===== src/rtl/pc_sequencer_if.sv =====
// PC sequencer bus: PC/redirect/exception requests in, PC write controls and status out.
interface pc_sequencer_if;
  logic [31:0] pc_cur;
  logic        stall_req;
  logic        br_taken;
  logic [31:0] br_target;
  logic        jmp;
  logic [31:0] jmp_target;
  logic        eret;
  logic [31:0] epc;
  logic        exc_req;
  logic [4:0]  exc_code;
  logic        pc_wena;
  logic [31:0] pc_next;
  logic        flush;
  logic [4:0]  exc_cause;
  logic        stall_timeout;

  modport master (
    output pc_cur, stall_req, br_taken, br_target, jmp, jmp_target,
           eret, epc, exc_req, exc_code,
    input  pc_wena, pc_next, flush, exc_cause, stall_timeout
  );

  modport slave (
    input  pc_cur, stall_req, br_taken, br_target, jmp, jmp_target,
           eret, epc, exc_req, exc_code,
    output pc_wena, pc_next, flush, exc_cause, stall_timeout
  );
endinterface


===== src/rtl/pc_sequencer.sv =====
// Next-PC selection with stall holding, one-entry pending redirect and exception trap.
// PC_SEQ_EXC_EN enables exception/eret handling and the TRAP state.
//
// state   | meaning
// S_RUN   | normal fetch; PC advances or redirects every cycle
// S_STALL | multicycle unit busy; PC held, first redirect kept pending
// S_TRAP  | one dead cycle after an exception is taken
module pc_sequencer #(
  parameter logic [31:0] RESET_VEC = 32'h00400000,
  parameter logic [31:0] EXC_VEC   = 32'h00400004,
  parameter int unsigned STALL_MAX = 255
) (
  input logic           PC_clk,
  input logic           PC_rst,
  pc_sequencer_if.slave bus
);

`ifdef PC_SEQ_EXC_EN
  typedef enum logic [1:0] {S_RUN = 2'd0, S_STALL = 2'd1, S_TRAP = 2'd2} state_t;
`else
  typedef enum logic [1:0] {S_RUN = 2'd0, S_STALL = 2'd1} state_t;
`endif

  state_t      state, state_nxt;
  logic        pend_vld, pend_vld_nxt;
  logic [31:0] pend_tgt, pend_tgt_nxt;
  logic [7:0]  stall_cnt, stall_cnt_nxt;
  logic [4:0]  cause, cause_nxt;
  logic        timeout, timeout_nxt;
  logic        wena, flush_c, stalling;
  logic [31:0] nxt, seq_pc;
  logic        exc_i, eret_i, redir_vld;
  logic [31:0] redir_tgt;

`ifdef PC_SEQ_EXC_EN
  assign exc_i  = bus.exc_req;
  assign eret_i = bus.eret;
`else
  assign exc_i  = 1'b0;
  assign eret_i = 1'b0;
  logic unused_exc;
  assign unused_exc = ^{EXC_VEC, bus.exc_req, bus.exc_code, bus.eret};
`endif

  assign seq_pc    = bus.pc_cur + 32'd4;
  assign redir_vld = eret_i | bus.jmp | bus.br_taken;
  assign redir_tgt = eret_i ? bus.epc : (bus.jmp ? bus.jmp_target : bus.br_target);

  always_comb begin
    state_nxt     = state;
    pend_vld_nxt  = pend_vld;
    pend_tgt_nxt  = pend_tgt;
    stall_cnt_nxt = 8'd0;
    cause_nxt     = cause;
    wena          = 1'b0;
    nxt           = seq_pc;
    flush_c       = 1'b0;
    stalling      = 1'b0;
`ifdef PC_SEQ_EXC_EN
    if (exc_i && state != S_TRAP) begin
      wena         = 1'b1;
      nxt          = EXC_VEC;
      flush_c      = 1'b1;
      cause_nxt    = bus.exc_code;
      pend_vld_nxt = 1'b0;
      state_nxt    = S_TRAP;
    end else
`endif
    case (state)
      S_RUN, S_STALL: begin
        if (bus.stall_req) begin
          // buffer is always empty on entry from RUN, so one rule covers both states
          stalling  = 1'b1;
          state_nxt = S_STALL;
          if (!pend_vld && redir_vld) begin
            pend_vld_nxt = 1'b1;
            pend_tgt_nxt = redir_tgt;
          end
        end else if (state == S_RUN) begin
          wena = 1'b1;
          if (redir_vld) begin
            nxt     = redir_tgt;
            flush_c = 1'b1;
          end
        end else begin
          wena         = 1'b1;
          pend_vld_nxt = 1'b0;
          state_nxt    = S_RUN;
          if (pend_vld) begin
            nxt     = pend_tgt;
            flush_c = 1'b1;
          end
        end
      end
      default: state_nxt = S_RUN;
    endcase
    // the RUN cycle that starts a stall counts as the first stalled cycle
    if (stalling)
      stall_cnt_nxt = (stall_cnt == 8'hFF) ? stall_cnt : stall_cnt + 8'd1;
  end

  assign timeout_nxt = timeout | (stalling && (32'(stall_cnt_nxt) == STALL_MAX));

  always_ff @(negedge PC_clk or posedge PC_rst) begin
    if (PC_rst) begin
      state     <= S_RUN;
      pend_vld  <= 1'b0;
      pend_tgt  <= 32'd0;
      stall_cnt <= 8'd0;
      cause     <= 5'd0;
      timeout   <= 1'b0;
    end else begin
      state     <= state_nxt;
      pend_vld  <= pend_vld_nxt;
      pend_tgt  <= pend_tgt_nxt;
      stall_cnt <= stall_cnt_nxt;
      cause     <= cause_nxt;
      timeout   <= timeout_nxt;
    end
  end

  assign bus.pc_wena       = PC_rst | wena;
  assign bus.pc_next       = PC_rst ? RESET_VEC : nxt;
  assign bus.flush         = ~PC_rst & flush_c;
  assign bus.exc_cause     = cause;
  assign bus.stall_timeout = timeout;

endmodule


===== src/flat_wrapper.sv =====
// flat-port wrapper written by rule: the top's interface ports become plain ports
module pc_sequencer_flat 
#(
  parameter logic [31:0] RESET_VEC = 32'h00400000,
  parameter logic [31:0] EXC_VEC   = 32'h00400004,
  parameter int unsigned STALL_MAX = 255
)
  (PC_clk, PC_rst, bus_pc_cur, bus_stall_req, bus_br_taken, bus_br_target, bus_jmp, bus_jmp_target, bus_eret, bus_epc, bus_exc_req, bus_exc_code, bus_pc_wena, bus_pc_next, bus_flush, bus_exc_cause, bus_stall_timeout);
  pc_sequencer_if bus_i ();
  input logic PC_clk;
  input logic PC_rst;
  input wire logic [$bits(bus_i.pc_cur)-1:0] bus_pc_cur;
  input wire logic [$bits(bus_i.stall_req)-1:0] bus_stall_req;
  input wire logic [$bits(bus_i.br_taken)-1:0] bus_br_taken;
  input wire logic [$bits(bus_i.br_target)-1:0] bus_br_target;
  input wire logic [$bits(bus_i.jmp)-1:0] bus_jmp;
  input wire logic [$bits(bus_i.jmp_target)-1:0] bus_jmp_target;
  input wire logic [$bits(bus_i.eret)-1:0] bus_eret;
  input wire logic [$bits(bus_i.epc)-1:0] bus_epc;
  input wire logic [$bits(bus_i.exc_req)-1:0] bus_exc_req;
  input wire logic [$bits(bus_i.exc_code)-1:0] bus_exc_code;
  output wire logic [$bits(bus_i.pc_wena)-1:0] bus_pc_wena;
  output wire logic [$bits(bus_i.pc_next)-1:0] bus_pc_next;
  output wire logic [$bits(bus_i.flush)-1:0] bus_flush;
  output wire logic [$bits(bus_i.exc_cause)-1:0] bus_exc_cause;
  output wire logic [$bits(bus_i.stall_timeout)-1:0] bus_stall_timeout;
  assign bus_i.pc_cur = bus_pc_cur;
  assign bus_i.stall_req = bus_stall_req;
  assign bus_i.br_taken = bus_br_taken;
  assign bus_i.br_target = bus_br_target;
  assign bus_i.jmp = bus_jmp;
  assign bus_i.jmp_target = bus_jmp_target;
  assign bus_i.eret = bus_eret;
  assign bus_i.epc = bus_epc;
  assign bus_i.exc_req = bus_exc_req;
  assign bus_i.exc_code = bus_exc_code;
  assign bus_pc_wena = bus_i.pc_wena;
  assign bus_pc_next = bus_i.pc_next;
  assign bus_flush = bus_i.flush;
  assign bus_exc_cause = bus_i.exc_cause;
  assign bus_stall_timeout = bus_i.stall_timeout;
  pc_sequencer #(.RESET_VEC(RESET_VEC), .EXC_VEC(EXC_VEC), .STALL_MAX(STALL_MAX)) u_core (.PC_clk(PC_clk), .PC_rst(PC_rst), .bus(bus_i));
endmodule

===== config.mk =====
export PLATFORM = sky130hd
export DESIGN_NAME = pc_sequencer_flat
export DESIGN_NICKNAME = d
export VERILOG_FILES = /design/src/rtl/pc_sequencer_if.sv /design/src/rtl/pc_sequencer.sv /design/src/flat_wrapper.sv
export SDC_FILE = /design/constraint.sdc
export NUM_CORES = 1
export LEC_CHECK = 0
export ABC_AREA = 1
export ABC_CLOCK_PERIOD_IN_PS = 3000
export BUFFER_PORTS_ARGS = -buffer_cell sky130_fd_sc_hd__buf_2
export CORE_ASPECT_RATIO = 1.5
export CORE_MARGIN = 3
export CORE_UTILIZATION = 48
export DETAILED_ROUTE_END_ITERATION = 10
export GPL_TIMING_DRIVEN = 0
export PLACE_DENSITY_LB_ADDON = 0.3
export SETUP_SLACK_MARGIN = 0.5
export SYNTH_ARGS = -nofsm -noshare
export SYNTH_HDL_FRONTEND = slang
export SYNTH_SLANG_ARGS = --single-unit

===== constraint.sdc =====
create_clock -name PC_clk -period 3 [get_ports PC_clk]
set_input_delay 0.6 -clock PC_clk [delete_from_list [all_inputs] [get_ports PC_clk]]
set_output_delay 0.6 -clock PC_clk [all_outputs]
set_load 0.02 [all_outputs]

### After elaboration in Yosys (flattened, before gate mapping)

Cells that the tools add are included.

* add/sub/neg operators: 2
* equality and inequality tests: 6
* reductions and logical operators: 7
* muxes and demuxes: 24
* bitwise operators: 5

Operator list (number)
* two-way mux 32 bit: 7
* adder 32 x 3 -> 32 bit, second input constant: 1
* equality test 8 bit, second input constant: 2
* two-way mux 8 bit: 2
* two-way mux 1 bit: 12
* adder 8 x 1 -> 8 bit, second input constant: 1
* two-way mux 2 bit: 3
* AND reduction 3 bit: 2
* != test 3 bit, second input constant: 1
* bitwise OR 1 bit: 3
* equality test 2 x 1 -> 1 bit, second input constant: 1
* logical AND 1 bit: 2
* logical NOT 2 bit: 1
* != test 2 x 1 -> 1 bit, second input constant: 1
* != test 2 bit, second input constant: 1
* OR reduction 2 bit: 1
* bitwise AND 1 bit: 1
* logical NOT 1 bit: 1
* inverter 1 bit: 1

* output and inout bits: 40
* bits in registers: 44
* logic and storage cells: 49
* input port bits: 140

### Logic depth before layout (Yosys ltp)

* depth after elaboration: 7
* depth in mapped cells: 11

==> Implementation_results.wiki <==
{| class="wikitable"
! Metric !! Value
|-
| Outcome || finished, violations left
|-
| Violations in the final reports || negative setup slack
|-
| Wire length of the first global-routing pass || 24.5 mm
|-
| RSZ-0062 raised after global routing || true
|-
| Count of final setup violators || 33
|-
| Register cell area after layout || 1080 um2
|-
| Leftover overflow at the end of global routing || 0
|-
| H-Tree Depth || 2
|-
| Port buffer count || 132
|-
| Detailed-route wire length || 20.0 mm
|-
| Synthesis warning total || 0
|-
| Dpl ws || -0.722 ns
|-
| Pin count of the biggest net entering global routing || 53
|-
| Final GP Congestion || 0.987
|-
| Total placed cells including tap cells || 848
|-
| Area of the core || 7760 um2
|-
| Via density per instance || 6.31
|-
| Post-CTS Hold Fix Bufs || 0
|-
| Net total in the final layout || 936
|-
| Final-layout fill cell count || 412
|-
| Cell area after layout || 6640 um2
|-
| Antenna-violating nets left || 0
|-
| Avg Synthesized Cell Area || 6.41 um2
|-
| Area grow syn2layout || 69.8%
|-
| Tightest hold margin || 0.465 ns
|-
| Instance count of the mapped netlist || 610
|-
| Most used cell, CP || sky130_fd_sc_hd__buf_6
|-
| Startpoint type of the worst setup path || flip-flop
|-
| Final Hold Viols || 0
|-
| Later-pin clock latency in the skew report || 0.31 ns
|-
| Leakage component of the power || 0.00321 uW
|-
| Arrival time reported for the critical path endpoint || 3.47 ns
|-
| Total GRT Usage || 34.1%
|-
| Average wire per standard cell || 22.3 um
|-
| Clock-pin transition on the worst setup and hold timing paths || 0.05 ns
|-
| Layout cells sized above 1 || 48.2%
|-
| Slowest stage cell, crit path || sky130_fd_sc_hd__dfrtn_1
|-
| Kind of end point of the critical path || primary output
|-
| Headroom to the max-slew limit || 42.1%
|-
| DIE AREA || 9290 um2
|-
| Violation count after the first detailed-route iteration || 569
|-
| Power density normalized to cell area || 442 nW/um2
|-
| Number of global-route vias before repair || 5114
|-
| Final non-filler cell total || 897
|-
| Die width || 79.7 um
|-
| Clock tree from TritonCTS || yes
|-
| Pin slew with the least headroom to its limit || 0.868 ns
|-
| Yosys reg bits || 43
|-
| Seq/Total Area, Yosys || 27.5%
|-
| Routed via count || 5661
|-
| Required time of the critical path || 2.40 ns
|-
| Synth cell types || 42
|-
| Total area of multi-input combinational cells || 3150 um2
|-
| Worst-path fanout max || 10
|-
| Worst path setup slack after routing || -1.07 ns
|-
| Number of antenna violations at the first check in global routing || 0
|-
| Hold Crit Class || reg -> reg
|-
| Clock buffers created by TritonCTS || 5
|-
| Worst-path cell chain || buf_6 -> nand2_4 -> buf_4 -> buf_8 -> nor2_1 -> a221oi_2 -> nand2_1 -> inv_2 -> buf_6
|-
| Antenna diode count || 0
|-
| Leading cell type in the layout, fill and taps excluded || sky130_fd_sc_hd__nand2_1
|-
| Overall power || 2930 uW
|-
| Fraction of registers with async set or reset after synthesis || 100%
|-
| Pre-antenna DRT Iters || 6
|-
| Final HPWL DP || 10.9 mm
|-
| Vertical extent of the die || 117 um
|-
| Start-to-end type of the worst setup path || reg -> out
|-
| Max-slew violation total from the final report || 0
|-
| Highest-count cells in the layout ignoring fill and taps || 147 x sky130_fd_sc_hd__nand2_1, 101 x sky130_fd_sc_hd__buf_2, 53 x sky130_fd_sc_hd__inv_1, 46 x sky130_fd_sc_hd__nor2_1, 43 x sky130_fd_sc_hd__dfrtn_1
|-
| Final Skew || 0.00309 ns
|-
| Stage delay of the slowest cell on the critical path || 0.46 ns
|-
| Starting density of the core || 50.4%
|-
| Number of flops mapped to enable cells by yosys || 0
|-
| Placement Cell Area || 4980 um2
|-
| Total number of placement rows || 39
|-
| Number of max-capacitance violations reported || 0
|-
| Clk root buf || sky130_fd_sc_hd__clkbuf_16
|-
| Clock sink count || 43
|-
| Worst IR Drop VDD || 0.000370 V
|-
| Predominant post-synthesis flop cell || sky130_fd_sc_hd__dfrtn_1
|-
| Maximum count of clock buffers along a single path || 2
|-
| Count of unresolved DRC violations after routing || 0
|-
| Cell Area, Synth || 3910 um2
|-
| Number of top-level design ports || 180
|}
final timing paths:
check | slack, ns | end | cells past startpoint | startpoint
worst min-delay path | 0.46 | u_core.pend_tgt[26] | 2 | u_core.pend_tgt[26]
worst max register to register | 1.25 | u_core.bus.stall_timeout | 10 | u_core.stall_cnt[0]
worst max-delay path | -1.07 | bus_pc_next[15] | 9 | u_core.state[0]
max in group asynchronous | 0.60 | u_core.pend_tgt[11] | 3 | PC_rst
min in group asynchronous | 2.12 | u_core.pend_tgt[25] | 3 | PC_rst
worst min register to register | 0.46 | u_core.pend_tgt[26] | 2 | u_core.pend_tgt[26]
stage by stage:
| stage | setup TNS [ns] | util (%) |
|---|---|---|
| after floorplan | -13.10 | - |
| after global placement | -30.29 | 64.2 |
| after detailed placement | -31.12 | 64.2 |
| after CTS | -27.70 | 76.7 |
| after global routing | -31.92 | 85.6 |
| final | -30.72 | 85.6 |
state kept, by name, summed over array words and instances (netlist names):
register and flops:
u_core.bus.stall_timeout 1, u_core.pend_tgt 32, u_core.pend_vld 1, u_core.stall_cnt 8
u_core.state 1
cells in the mapped netlist (2+ instances only):
cell	n	area share [%]
sky130_fd_sc_hd__nor2_1	59	5.7
sky130_fd_sc_hd__nand3b_1	4	0.77
sky130_fd_sc_hd__xnor2_1	5	1.1
sky130_fd_sc_hd__o21ai_1	10	1.3
sky130_fd_sc_hd__nor4_1	2	0.32
sky130_fd_sc_hd__o211ai_1	5	0.96
sky130_fd_sc_hd__ha_1	2	0.64
sky130_fd_sc_hd__nor3_1	6	0.77
sky130_fd_sc_hd__a221oi_1	6	1.3
sky130_fd_sc_hd__or2_2	7	1.1
sky130_fd_sc_hd__dfrtn_1	43	28
sky130_fd_sc_hd__nand2_2	2	0.32
sky130_fd_sc_hd__nand2_1	191	18
sky130_fd_sc_hd__nor2_2	6	0.96
sky130_fd_sc_hd__nand3_1	27	3.5
sky130_fd_sc_hd__inv_2	4	0.38
sky130_fd_sc_hd__o221ai_1	9	2.0
sky130_fd_sc_hd__clkbuf_1	5	0.48
sky130_fd_sc_hd__nand3_2	2	0.51
sky130_fd_sc_hd__nor3b_2	2	0.64
sky130_fd_sc_hd__a211oi_1	6	1.2
sky130_fd_sc_hd__inv_1	67	6.4
sky130_fd_sc_hd__nor2_4	5	1.4
sky130_fd_sc_hd__buf_6	4	1.2
sky130_fd_sc_hd__buf_4	9	1.7
sky130_fd_sc_hd__nand4_1	8	1.3
sky130_fd_sc_hd__xor2_1	5	1.1
sky130_fd_sc_hd__o21ai_0	48	6.1
sky130_fd_sc_hd__nand2_4	2	0.58
sky130_fd_sc_hd__a21oi_1	26	3.3
sky130_fd_sc_hd__buf_2	11	1.4
sky130_fd_sc_hd__mux2i_1	12	3.1
power by group:
group | switching, uW | total (uW) | internal (uW)
clock network | 245 | 600 | 355
registers | 193 | 939 | 746
logic | 759 | 1390 | 633
metal layers:
metal	track usage, %	part of all wire [%]	up-vias
li1	-	-	2351
met1	34.7	30	2593
met2	63.8	49	500
met3	5.32	10	217
met4	21.6	11	0
met5	0	0	-
final cells by class:
| class | instances | share of cell area, % |
|---|---|---|
| multi-input combinational | 469 | 47.4 |
| timing repair buffer | 173 | 21.2 |
| sequential | 43 | 16.2 |
| buffer | 29 | 6.09 |
| inverter | 73 | 4.86 |
| clock buffer | 8 | 2.36 |
| tap | 102 | 1.92 |
cells by family (layout without fill, tap and decap cells):
group | after synthesis | count (layout) | synth area share (%)
AOI/OAI and AO/OA | 112 | 112 | 16.8
xor gates and xnor gates | 10 | 10 | 2.24
adders and majority gates | 2 | 2 | 0.640
buffers and inverters | 102 | 283 | 11.9
DFF | 43 | 43 | 27.5
muxes | 12 | 12 | 3.07
other | 1 | 5 | 0.0959
and+or+nand+nor | 328 | 328 | 37.7
what timing repair did:
action / 4_1_cts / 5_1_grt
gates cloned: 4 / 5
setup buffers: 21 / 11
setup endpoints to repair: 68 / 68
pin swaps: 21 / 23
resized for setup: 142 / 133
critical path, delay by kind of cell, from the launching register on:
| family | cells | cell delay (ns) |
|---|---|---|
| compound gates | 1 | 0.13 |
| flops | 1 | 0.46 |
| buf+inv | 5 | 0.62 |
| simple gates | 3 | 0.43 |
Note: power is estimated with default switching activity, not from simulation.
